### src/rtl/systolic_feeder.sv
// West/north edge feeder for an N x N output-stationary systolic array:
// captures both operands, clears the PEs, streams skewed operands, then pulses done.
module systolic_feeder #(
  parameter int DATA_WIDTH = 32,
  parameter int N          = 4
) (
  input  logic                         clk_i,
  input  logic                         rst_ni,
  input  logic                         start_i,
  input  logic [N*N*DATA_WIDTH-1:0]    a_flat_i,
  input  logic [N*N*DATA_WIDTH-1:0]    b_flat_i,
  output logic [N*DATA_WIDTH-1:0]      left_o,
  output logic [N*DATA_WIDTH-1:0]      up_o,
  output logic                         pe_rst_no,
  output logic                         busy_o,
  output logic                         done_o
);

  localparam int LAST_STEP = 3 * N - 3;
  localparam int STEP_W    = $clog2(LAST_STEP + 1);

  typedef enum logic [1:0] {IDLE, CLEAR, FEED, DONE} state_t;

  state_t                      state_reg, state_next;
  logic [STEP_W-1:0]           step_reg, step_next;
  logic                        capture;
  logic [N*N*DATA_WIDTH-1:0]   a_reg, b_reg;
  logic [N*DATA_WIDTH-1:0]     left_next, up_next;
  logic                        pe_rst_next, busy_next, done_next;

  always_ff @(posedge clk_i or negedge rst_ni) begin
    if (!rst_ni) begin
      state_reg <= IDLE;
      step_reg  <= '0;
      left_o    <= '0;
      up_o      <= '0;
      pe_rst_no <= 1'b0;
      busy_o    <= 1'b0;
      done_o    <= 1'b0;
    end else begin
      state_reg <= state_next;
      step_reg  <= step_next;
      left_o    <= left_next;
      up_o      <= up_next;
      pe_rst_no <= pe_rst_next;
      busy_o    <= busy_next;
      done_o    <= done_next;
    end
  end

  // Operand copy is pure datapath; it is only consulted after a capture.
  always_ff @(posedge clk_i) begin
    if (capture) begin
      a_reg <= a_flat_i;
      b_reg <= b_flat_i;
    end
  end

  always_comb begin
    state_next = state_reg;
    step_next  = step_reg;
    capture    = 1'b0;
    case (state_reg)
      IDLE: begin
        if (start_i) begin
          state_next = CLEAR;
          step_next  = '0;
          capture    = 1'b1;
        end
      end
      CLEAR: begin
        state_next = FEED;
        step_next  = '0;
      end
      FEED: begin
        if (step_reg == STEP_W'(LAST_STEP)) begin
          state_next = DONE;
          step_next  = '0;
        end else begin
          step_next = step_reg + STEP_W'(1);
        end
      end
      DONE: begin
        state_next = IDLE;
      end
      default: begin
        state_next = IDLE;
        step_next  = '0;
      end
    endcase
  end

  // Outputs are registered, so they are derived from the state being entered.
  always_comb begin
    pe_rst_next = (state_next != CLEAR);
    busy_next   = (state_next != IDLE);
    done_next   = (state_next == DONE);
    left_next   = '0;
    up_next     = '0;
    if (state_next == FEED) begin
      for (int i = 0; i < N; i++) begin
        for (int k = 0; k < N; k++) begin
          if (int'(step_next) == i + k)
            left_next[i*DATA_WIDTH +: DATA_WIDTH] = a_reg[(i*N+k)*DATA_WIDTH +: DATA_WIDTH];
          if (int'(step_next) == k + i)
            up_next[i*DATA_WIDTH +: DATA_WIDTH] = b_reg[(k*N+i)*DATA_WIDTH +: DATA_WIDTH];
        end
      end
    end
  end

endmodule

### config.mk
export PLATFORM = sky130hd
export DESIGN_NAME = systolic_feeder
export DESIGN_NICKNAME = d
export VERILOG_FILES = /design/src/rtl/systolic_feeder.sv
export SDC_FILE = /design/constraint.sdc
export NUM_CORES = 1
export LEC_CHECK = 0
export CAP_MARGIN = 10
export CORE_AREA = 2 2 500 502
export CTS_CLUSTER_DIAMETER = 150
export DETAILED_ROUTE_END_ITERATION = 16
export DIE_AREA = 0 0 502 504
export DONT_BUFFER_PORTS = 1
export PLACE_DENSITY = 0.37
export SETUP_SLACK_MARGIN = 0.5
export SYNTH_ARGS = -nofsm -noshare
export SYNTH_HDL_FRONTEND = slang
export SYNTH_SLANG_ARGS = --single-unit
### constraint.sdc
create_clock -name clk_i -period 33.8 [get_ports clk_i]
set_input_delay 6.76 -clock clk_i [delete_from_list [all_inputs] [get_ports clk_i]]
set_output_delay 6.76 -clock clk_i [all_outputs]
set_load 0.02 [all_outputs]
Yosys cells after proc, flatten, opt, wreduce, memory -nomap -nowiden
Cells that the tools add are included.
{"block": "totals", "regBits": 1289, "latch_bits": 0, "mem_bits_rw": 0, "rom_bits": 0, "output_inout_bits": 259, "mem_count": 0}
{"block": "classes", "n_addsub": 1, "multipliers": 0, "div": 0, "n_lt_le_gt_ge": 0, "n_eq_ne": 13, "n_shift": 0, "n_mux": 42, "bitwise_logic": 0, "n_reduce_logical": 3}
{"cell": "$mux W32", "n": 32}
{"cell": "$mux W128", "n": 2}
{"cell": "$eq A4 B4 Y1 const B", "n": 4}
{"cell": "$pmux W4 S3", "n": 1}
{"cell": "$eq A2 B2 Y1 const B", "n": 4}
{"cell": "$eq A4 B3 Y1 const B", "n": 2}
{"cell": "$mux W4", "n": 2}
{"cell": "$pmux W2 S4", "n": 1}
{"cell": "$add A4 B1 Y4 const B", "n": 1}
{"cell": "$eq A4 B2 Y1 const B", "n": 1}
{"cell": "$logic_not A4 Y1", "n": 1}
{"cell": "$mux W2", "n": 2}
{"cell": "$eq A2 B1 Y1 const B", "n": 1}
{"cell": "$logic_not A2 Y1", "n": 1}
{"cell": "$mux W1", "n": 2}
{"cell": "$ne A2 B1 Y1 const B", "n": 1}
{"cell": "$reduce_bool A2 Y1", "n": 1}

Longest topological paths before layout
Gate-level depths: netlist of run 1.
{"block": "depth", "ltp_word": 9, "depth_mapped": 12}

Worst setup path after synthesis of run 1
OpenSTA, ideal clock, no wires.
{"block": "synth_timing", "kind": "in2reg", "start": "input start_i", "end": "register a_reg[0] (enable)", "setup_ps": 1537, "arrival_ps": 29663, "t_required_ps": 32263, "path_slack_ps": 2600, "path_stages": 1, "path_buffers": 0, "path_cell_list": "and2_1"}
{"block": "synth_via", "elab_chain_len": 2}
{"item": "start: declaration", "line_no": "9", "rtl": "input logic start_i,"}
{"item": "$mux W1", "line_no": "65", "rtl": "if (start_i) begin"}
{"item": "$mux W1", "line_no": "63", "rtl": "case (state_reg)"}
{"item": "end signal: assignment", "line_no": "54", "rtl": "a_reg <= a_flat_i;"}
{"item": "end: declaration", "line_no": "27", "rtl": "logic [N*N*DATA_WIDTH-1:0] a_reg, b_reg;"}
Every way passes these cells.
A chain may end at the register's enable or synchronous reset.

Worst setup path after layout of run 1
{"block": "layout_timing", "start": "input start_i", "end": "register a_reg[16] (enable)"}
Same word-level chain as after synthesis.

==> impl_metrics.ini, run 1 <==
[worst_setup_path]
worstSetupStartpoint = start_i
crit_arrival_ns = 12.12
critPathKind = in -> reg
crit_chain = and2_4 > buf_4 > buf_4 > buf_4 > buf_4 > buf_12 > buf_4
max_stage_delay_ns = 0.91
r2r-start = state_reg[0]
start_kind = input port
crit_family = buffers and inverters
critPathBufInv = 6
cp_common_cell = buf_4
crit_path_max_fanout = 155
cp_slowest_cell = buf_4
endpoint_kind = flop
worstPathRequired_ns = 34.19

[synthesis]
avgSynthCellArea_sq_um = 16.8
yosys.area.top_type_share_pct = 66.8
synthesis.nets = 3766
ys_ff_latch = 1289
seq_area_frac_synth_pct = 81.2
ys.flop_type = edfxtp_1
ys_types = 43
synthTopCellsByCount = edfxtp_1 (1024), nand2_1 (360), dfrtp_1 (265)
synth_top_area_cell = edfxtp_1
synth.area.top_cells = edfxtp_1 (67%), dfrtp_1 (14%), nand2_1 (2.9%)
synth_async_sr_flop_share_pct = 20.6
syn_area_sq_mm = 0.0460
yosys_warnings = 0
synth-edff-count = 1024
syn-instance-count = 2734
synth.most_common_cell = edfxtp_1

[placement]
dp_slack_ns = 21.13
numPortBuffers = 0
hpwl_um = 131000
place_area_sq_mm = 0.0498
gp_congestion = 0.852

[sta]
finClkSkew_ns = 0.0650
slew_headroom_pct = -5.61
setup_violations = 0
final.setup.tns_ns = 0
maxSlewViolCount = 45
final_hold_viol_count = 0
fmax_mhz = 85.2
tightest_slew_ns = 1.58
rsz0062_at_grt = false
finalCritPeriodShare_pct = 34.7
period_needed_ns = 11.73
post-route-worst-setup-slack_ns = 22.07

[clock_tree]
cts_root_buf = clkbuf_16
cts_setup_buffers = 0
tritoncts = yes
cts.sinks = 1289
clock_latency_ns = 0.81
cts_buffers = 155
cts_max_level = 4
hold_buffers = 0
cts.repair.resized = 0
clk_path_buf_depth = 3
clk_pin_slew_worst_paths_ns = 0.06

[grt]
grt_pass1_wl_um = 245000
grt_max_degree = 266
antenna_found_initial = 168
grt_pass1_vias = 25900
grt_use_total_pct = 14.2
grt-ovfl-total = 0

[floorplanning]
ioPinCount = 1286
rows = 183
die-area_sq_mm = 0.253
die_h_um = 504
start_util_pct = 18.6
coreArea_sq_mm = 0.248
die_w_um = 502

[finish]
num-nets-final = 3793
area_delta_synth_final_pct = 20.0
fin_area_sq_mm = 0.0552
final_layout_size_suffix_gt1_share_pct = 11.7

[outcome]
status = finished, violations left
failed_checks = slew limit

[routing]
wl_per_cell_um = 29.8
vias_per_cell = 4.02
finalWirelength_um = 187000
firstDrtPassIters = 7
drtIter0Drc = 2146
drt.antenna.violating_nets = 0
vias = 25200
drcViolationCount = 0

[pwr]
p_leak_nw = 19.2
ir_drop_mv = 0.0603
p_per_area_mw_per_mm2 = 104
power_w = 0.00573

[hold_path]
hold_path_class = reg -> reg
hp-start = b_reg[420]

[run]
maxCapViolCount = 0
[cells in the final DEF, fill, tap and decap left out, types with 3 or more instances in the layout]
cell type,count
a22o_1,64
o22ai_1,25
nand2_1,358
clkinvlp_4,3
o211a_1,23
inv_1,4
bufinv_16,12
mux2i_1,87
clkbuf_16,156
dfrtp_1,265
clkinv_1,18
clkbuf_8,14
nor3_4,3
o221a_2,32
ha_1,5
nor3_1,64
diode_2,58
clkinv_4,3
clkbuf_1,39
clkinv_16,9
o221a_1,32
a31oi_1,64
clkinv_2,25
buf_4,43
inv_6,7
a2bb2oi_1,129
clkinv_8,3
nor2_1,88
o21a_1,41
a21oi_1,82
edfxtp_1,1024
o21ai_0,132
[stage by stage]
stage          util [%]  std cells  hold WS [ns]
6_report           22.3       6282         0.415
2_1_floorplan         -       2734         0.443
3_5_place_dp       20.1       5934         0.457
4_1_cts            22.3       6224         0.400
5_1_grt            22.3       6260         0.444
3_3_place_gp       20.1       5934         0.456
[kinds of logic after synthesis]
group,after synthesis,synth area share (%)
AO/OA/AOI/OAI,631,10.1
XOR/XNOR,1,0.0190
adder cells (fa/ha/maj),5,0.136
buffers and inverters,181,1.84
flip-flops,1289,81.2
multiplexers,87,1.89
AND/OR/NAND/NOR,540,4.81
[layout make-up]
class                           instances  area (sq um)
Fill cell                           25800        192000
Sequential cell                      1289         37400
Tap cell                             3330          4170
Clock inverter                         81          1010
Timing Repair Buffer                   45           363
Multi-Input combinational cell       1264          7910
Clock buffer                          209          4240
Inverter                                6          28.8
Antenna cell                           58           145
[routing by layer]
metal  track usage [%]  up-vias  share of wire (%)
met4              4.40      126                3.3
li1                  -    10600                  -
met1              15.6    12800                 37
met3              6.84      409                 11
met5                 0        -               0.43
met2              24.0     1305                 49
[worst paths after layout]
kind	end	slack, ns	cells after the start
setup / recovery	a_reg[16]	22.07	7
hold / removal	up_o[36]	0.41	1
setup reg to reg	a_reg[16]	27.21	9
hold reg to reg	up_o[36]	0.41	1
max in group asynchronous	up_o[21]	26.85	0
min in group asynchronous	left_o[104]	5.66	0
[report_power, final]
part           total, W  switching (W)  internal (W)
Sequential      0.00241       0.000295       0.00212
Clock           0.00172       0.000727      0.000988
Combinational   0.00161        0.00113      0.000481
Total           0.00573        0.00215       0.00359
Note: power is estimated with default switching activity, not from simulation.
==> run 2: changes to the inputs <==
clock period = 11 ns   (was 33.8 ns; I/O delays follow)
==> run 2 against run 1 <==
Effect of this change: the run now ends clean; cell area increased by 0.13%; count of clock-buffer cells in the layout decreased by 3; die area unchanged; total power increased to 3.1 times the previous value; clock skew decreased by 0.011 ns; largest cell class unchanged; highest routed layer unchanged.
==> impl_metrics.ini, run 2 (synthesis gave the netlist of run 1 again) <==
[worst_setup_path]
crit_arrival_ns = 5.93
crit_path_max_fanout = 93
worstSetupStartpoint = start_i
endpoint_kind = flop
worstPathRequired_ns = 11.69
r2r-start = state_reg[0]
critPathKind = in -> reg
max_stage_delay_ns = 0.60
start_kind = input port
crit_chain = nand2b_1 > nand3_1 > nand2_4 > buf_4 > inv_8 > nor3_4 > buf_4 > buf_4 > a22o_1
cp_slowest_cell = buf_4
critPathBufInv = 4
reg2reg_slack_ns = 6.43
cp_common_cell = buf_4
crit_family = buffers and inverters

[routing]
firstDrtPassIters = 5
drtIter0Drc = 2140
vias_per_cell = 3.99
finalWirelength_um = 191000
drcViolationCount = 0
drt.antenna.violating_nets = 0
vias = 25100
wl_per_cell_um = 30.4

[pwr]
ir_drop_mv = 0.291
p_leak_nw = 19.2
p_per_area_mw_per_mm2 = 320

[clock_tree]
hold_buffers = 0
cts_root_buf = clkbuf_16
cts_setup_buffers = 0
cts_max_level = 4
tritoncts = yes
cts.repair.resized = 0
clock_latency_ns = 0.81
clk_path_buf_depth = 3
cts_buffers = 155
clk_pin_slew_worst_paths_ns = 0.06
cts.sinks = 1289

[finish]
fillers = 25800
final_layout_size_suffix_gt1_share_pct = 11.5
register_area_sq_mm = 0.0374
multi_input_area_sq_mm = 0.00791
area_delta_synth_final_pct = 20.2
final_common_cell = edfxtp_1
mostFrequentLayoutCells = edfxtp_1 (1024), nand2_1 (358), dfrtp_1 (265)
num-nets-final = 3785

[floorplanning]
die-area_sq_mm = 0.253
start_util_pct = 18.6
coreArea_sq_mm = 0.248
ioPinCount = 1286
die_w_um = 502
die_h_um = 504
rows = 183

[outcome]
status = finished clean

[sta]
whs_ns = 0.452
rsz0062_at_grt = false
post-route-worst-setup-slack_ns = 5.76
slew_headroom_pct = 22.7
period_needed_ns = 5.24
finClkSkew_ns = 0.0536
maxSlewViolCount = 0
final_hold_viol_count = 0
final.setup.tns_ns = 0
tightest_slew_ns = 1.16
setup_violations = 0
fmax_mhz = 191
finalCritPeriodShare_pct = 47.6

[grt]
grt_pass1_wl_um = 249000
grt_pass1_vias = 25700
antenna_found_initial = 165
grt-ovfl-total = 0
grt_max_degree = 266
grt_use_total_pct = 14.6

[hold_path]
hold_path_class = reg -> reg
hp-start = b_reg[440]

[run]
maxCapViolCount = 0

[placement]
gp_congestion = 0.843
dp_slack_ns = 4.77
hpwl_um = 132000
numPortBuffers = 0
## run 2: cell count changes in the layout (fill, tap and decap cells not counted), moves of 2 or more
cell | before | now
buf_12 | 2 | 7
buf_4 | 43 | 30
clkbuf_8 | 14 | 12
clkinv_2 | 25 | 23
clkinv_4 | 3 | 6
clkinvlp_4 | 3 | 5
diode_2 | 58 | 68
inv_16 | 1 | 3
inv_6 | 7 | 2
inv_8 | 2 | 5
## run 2: layout make-up
cell class | instances | area share, %
sequential | 1289 | 67.6
tap | 3330 | 7.53
clock inverter | 84 | 1.96
timing repair buffer | 37 | 0.660
inverter | 6 | 0.0565
clock buffer | 206 | 7.61
multi-input combinational | 1264 | 14.3
antenna | 68 | 0.308
## run 2: layer usage
layer / up-vias / GRT usage, % / share of wire (%)
met2: 1277 / 24.2 / 49
met1: 12600 / 15.4 / 36
li1: 10600 / - / -
met5: - / 0 / 0.41
met3: 411 / 8.02 / 12
met4: 118 / 5.14 / 3.2
## run 2: power by group
| group | switching [W] | internal (W) |
|---|---|---|
| Sequential | 0.000982 | 0.00651 |
| Combinational | 0.00341 | 0.00149 |
| Clock | 0.00226 | 0.00306 |
## run 2: final timing paths
| path | cells past startpoint | end |
|---|---|---|
| worst min register to register | 1 | up_o[56] |
| worst max register to register | 11 | up_o[46] |
| max in group asynchronous | 0 | up_o[31] |
| min in group asynchronous | 0 | left_o[120] |
| worst min-delay path | 1 | up_o[56] |
| worst max-delay path | 9 | up_o[46] |
## run 2: metrics by stage
| step | util (%) | instance area [sq um] | total power (W) | std cells |
|---|---|---|---|---|
| after global routing | 22.3 | 55200 | 0.0186 | 6250 |
| after global placement | 20.1 | 49800 | 0.0127 | 5926 |
| final | 22.3 | 55300 | 0.0177 | 6284 |
| after detailed placement | 20.1 | 49800 | 0.0127 | 5926 |
| after CTS | 22.3 | 55100 | 0.0181 | 6216 |
| after floorplan | - | 46000 | 0.0106 | 2734 |
==> run 3: changes to the inputs <==
clock period = 5.4 ns   (was 11 ns; I/O delays follow)
==> run 3 against run 2 <==
Effect of this change: clock skew decreased by 0.012 ns; final cell count is 0.51% higher; sequential power is 100% higher; global-route usage fell by 0.11 points.
==> impl_metrics.ini, run 3 (synthesis gave the netlist of run 1 again) <==
[outcome]
status = finished clean

[routing]
drcViolationCount = 0
vias_per_cell = 4.01
finalWirelength_um = 192000
drtIter0Drc = 2066
firstDrtPassIters = 5
vias = 25300
wl_per_cell_um = 30.4
drt.antenna.violating_nets = 0

[floorplanning]
rows = 183
die-area_sq_mm = 0.253
die_h_um = 504
start_util_pct = 18.6
die_w_um = 502
ioPinCount = 1286
coreArea_sq_mm = 0.248

[grt]
grt_max_degree = 266
grt-ovfl-total = 0
grt_use_total_pct = 14.4
grt_pass1_wl_um = 248000
antenna_found_initial = 157
grt_pass1_vias = 26100

[sta]
tightest_slew_ns = 1.19
maxSlewViolCount = 0
final_hold_viol_count = 0
rsz0062_at_grt = false
period_needed_ns = 3.60
finClkSkew_ns = 0.0411
slew_headroom_pct = 20.9
final.setup.tns_ns = 0
finalCritPeriodShare_pct = 66.7
setup_violations = 0
fmax_mhz = 278

[pwr]
p_per_area_mw_per_mm2 = 649
power_w = 0.0361
p_leak_nw = 19.4
ir_drop_mv = 0.422

[clock_tree]
cts.repair.resized = 0
cts_setup_buffers = 0
cts_buffers = 154
clock_latency_ns = 0.79
clk_pin_slew_worst_paths_ns = 0.06
cts_root_buf = clkbuf_16
cts_max_level = 4
clk_path_buf_depth = 3
cts.sinks = 1289
tritoncts = yes

[worst_setup_path]
worstPathRequired_ns = 6.10
start_kind = flop
endpoint_kind = flop
crit_path_max_fanout = 36
critPathKind = reg -> reg
worstSetupStartpoint = state_reg[0]
crit_arrival_ns = 4.30
r2r-start = state_reg[0]

[finish]
layoutNonFillerInstCount = 6316
num-nets-final = 3821
final_common_cell = edfxtp_1
fillers = 25800
mostFrequentLayoutCells = edfxtp_1 (1024), nand2_1 (358), dfrtp_1 (265)
area_delta_synth_final_pct = 20.8
final_layout_size_suffix_gt1_share_pct = 12.3

[placement]
gp_congestion = 0.849
dp_cells = 5958
numPortBuffers = 0
hpwl_um = 136000

[run]
maxCapViolCount = 0

[hold_path]
hold_path_class = in -> async
==> run 3: cell types whose count changed in the layout (fill, tap and decap cells not counted), moves of 3 or more <==
| cell | delta |
|---|---|
| bufinv_16 | -4 |
| clkbuf_1 | -6 |
| buf_4 | +23 |
| buf_12 | +10 |
| clkinv_2 | -3 |
| clkbuf_8 | +5 |
| clkinv_4 | -4 |
| clkinv_1 | +10 |
| clkinv_16 | -4 |
==> run 3: per-stage QoR <==
| stage | area (sq um) | hold WS (ns) | utilization, % | setup slack (ns) |
|---|---|---|---|---|
| global placement | 50200 | 0.450 | 20.3 | 1.29 |
| global route | 55500 | 0.00280 | 22.4 | 1.51 |
| floorplan | 46000 | 0.443 | - | -3.16 |
| CTS | 55300 | -0.104 | 22.4 | 1.61 |
| finish | 55600 | 0.120 | 22.5 | 1.80 |
| detailed placement | 50200 | 0.460 | 20.3 | 1.21 |
==> run 3: final cells by class <==
type	count	area (sq um)	area share, %
tap	3330	4170	7.50
clock inverter	82	863	1.55
clock buffer	205	4260	7.66
inverter	6	31.3	0.0563
multi-input combinational	1264	7910	14.2
sequential	1289	37400	67.3
antenna	66	165	0.297
timing repair buffer	74	813	1.46
==> run 3: layer usage <==
layer	part of all wire, %	vias up	track usage, %
met5	0.35	-	0
met4	3.2	106	4.72
met3	11	407	7.22
met2	50	1309	24.8
met1	36	12800	15.3
li1	-	10700	-
==> run 3: critical path, cell delays in order (launching register included) <==
cell      delay, ns
dfrtp_1        0.42
inv_1          0.10
ha_1           0.24
nand2b_1       0.20
a21boi_0       0.39
o221ai_4       0.25
or2_4          0.45
nor3_4         0.63
buf_4          0.55
a22o_1         0.23
==> run 3: worst paths after layout <==
check / end / slack (ns) / cells after the start
setup / recovery: up_o[58] / 1.80 / 9
hold / removal: up_o[94] / 0.12 / 0
setup reg to reg: up_o[58] / 1.80 / 9
hold reg to reg: up_o[36] / 0.45 / 1
max in group asynchronous: up_o[70] / 4.30 / 1
min in group clk_i: b_reg[301] / 0.38 / 0
==> run 3: where the power goes <==
group | total (W) | switching, W | internal, W
Sequential | 0.0152 | 0.00199 | 0.0132
Combinational | 0.0103 | 0.00704 | 0.00329
Clock | 0.0106 | 0.00451 | 0.00605
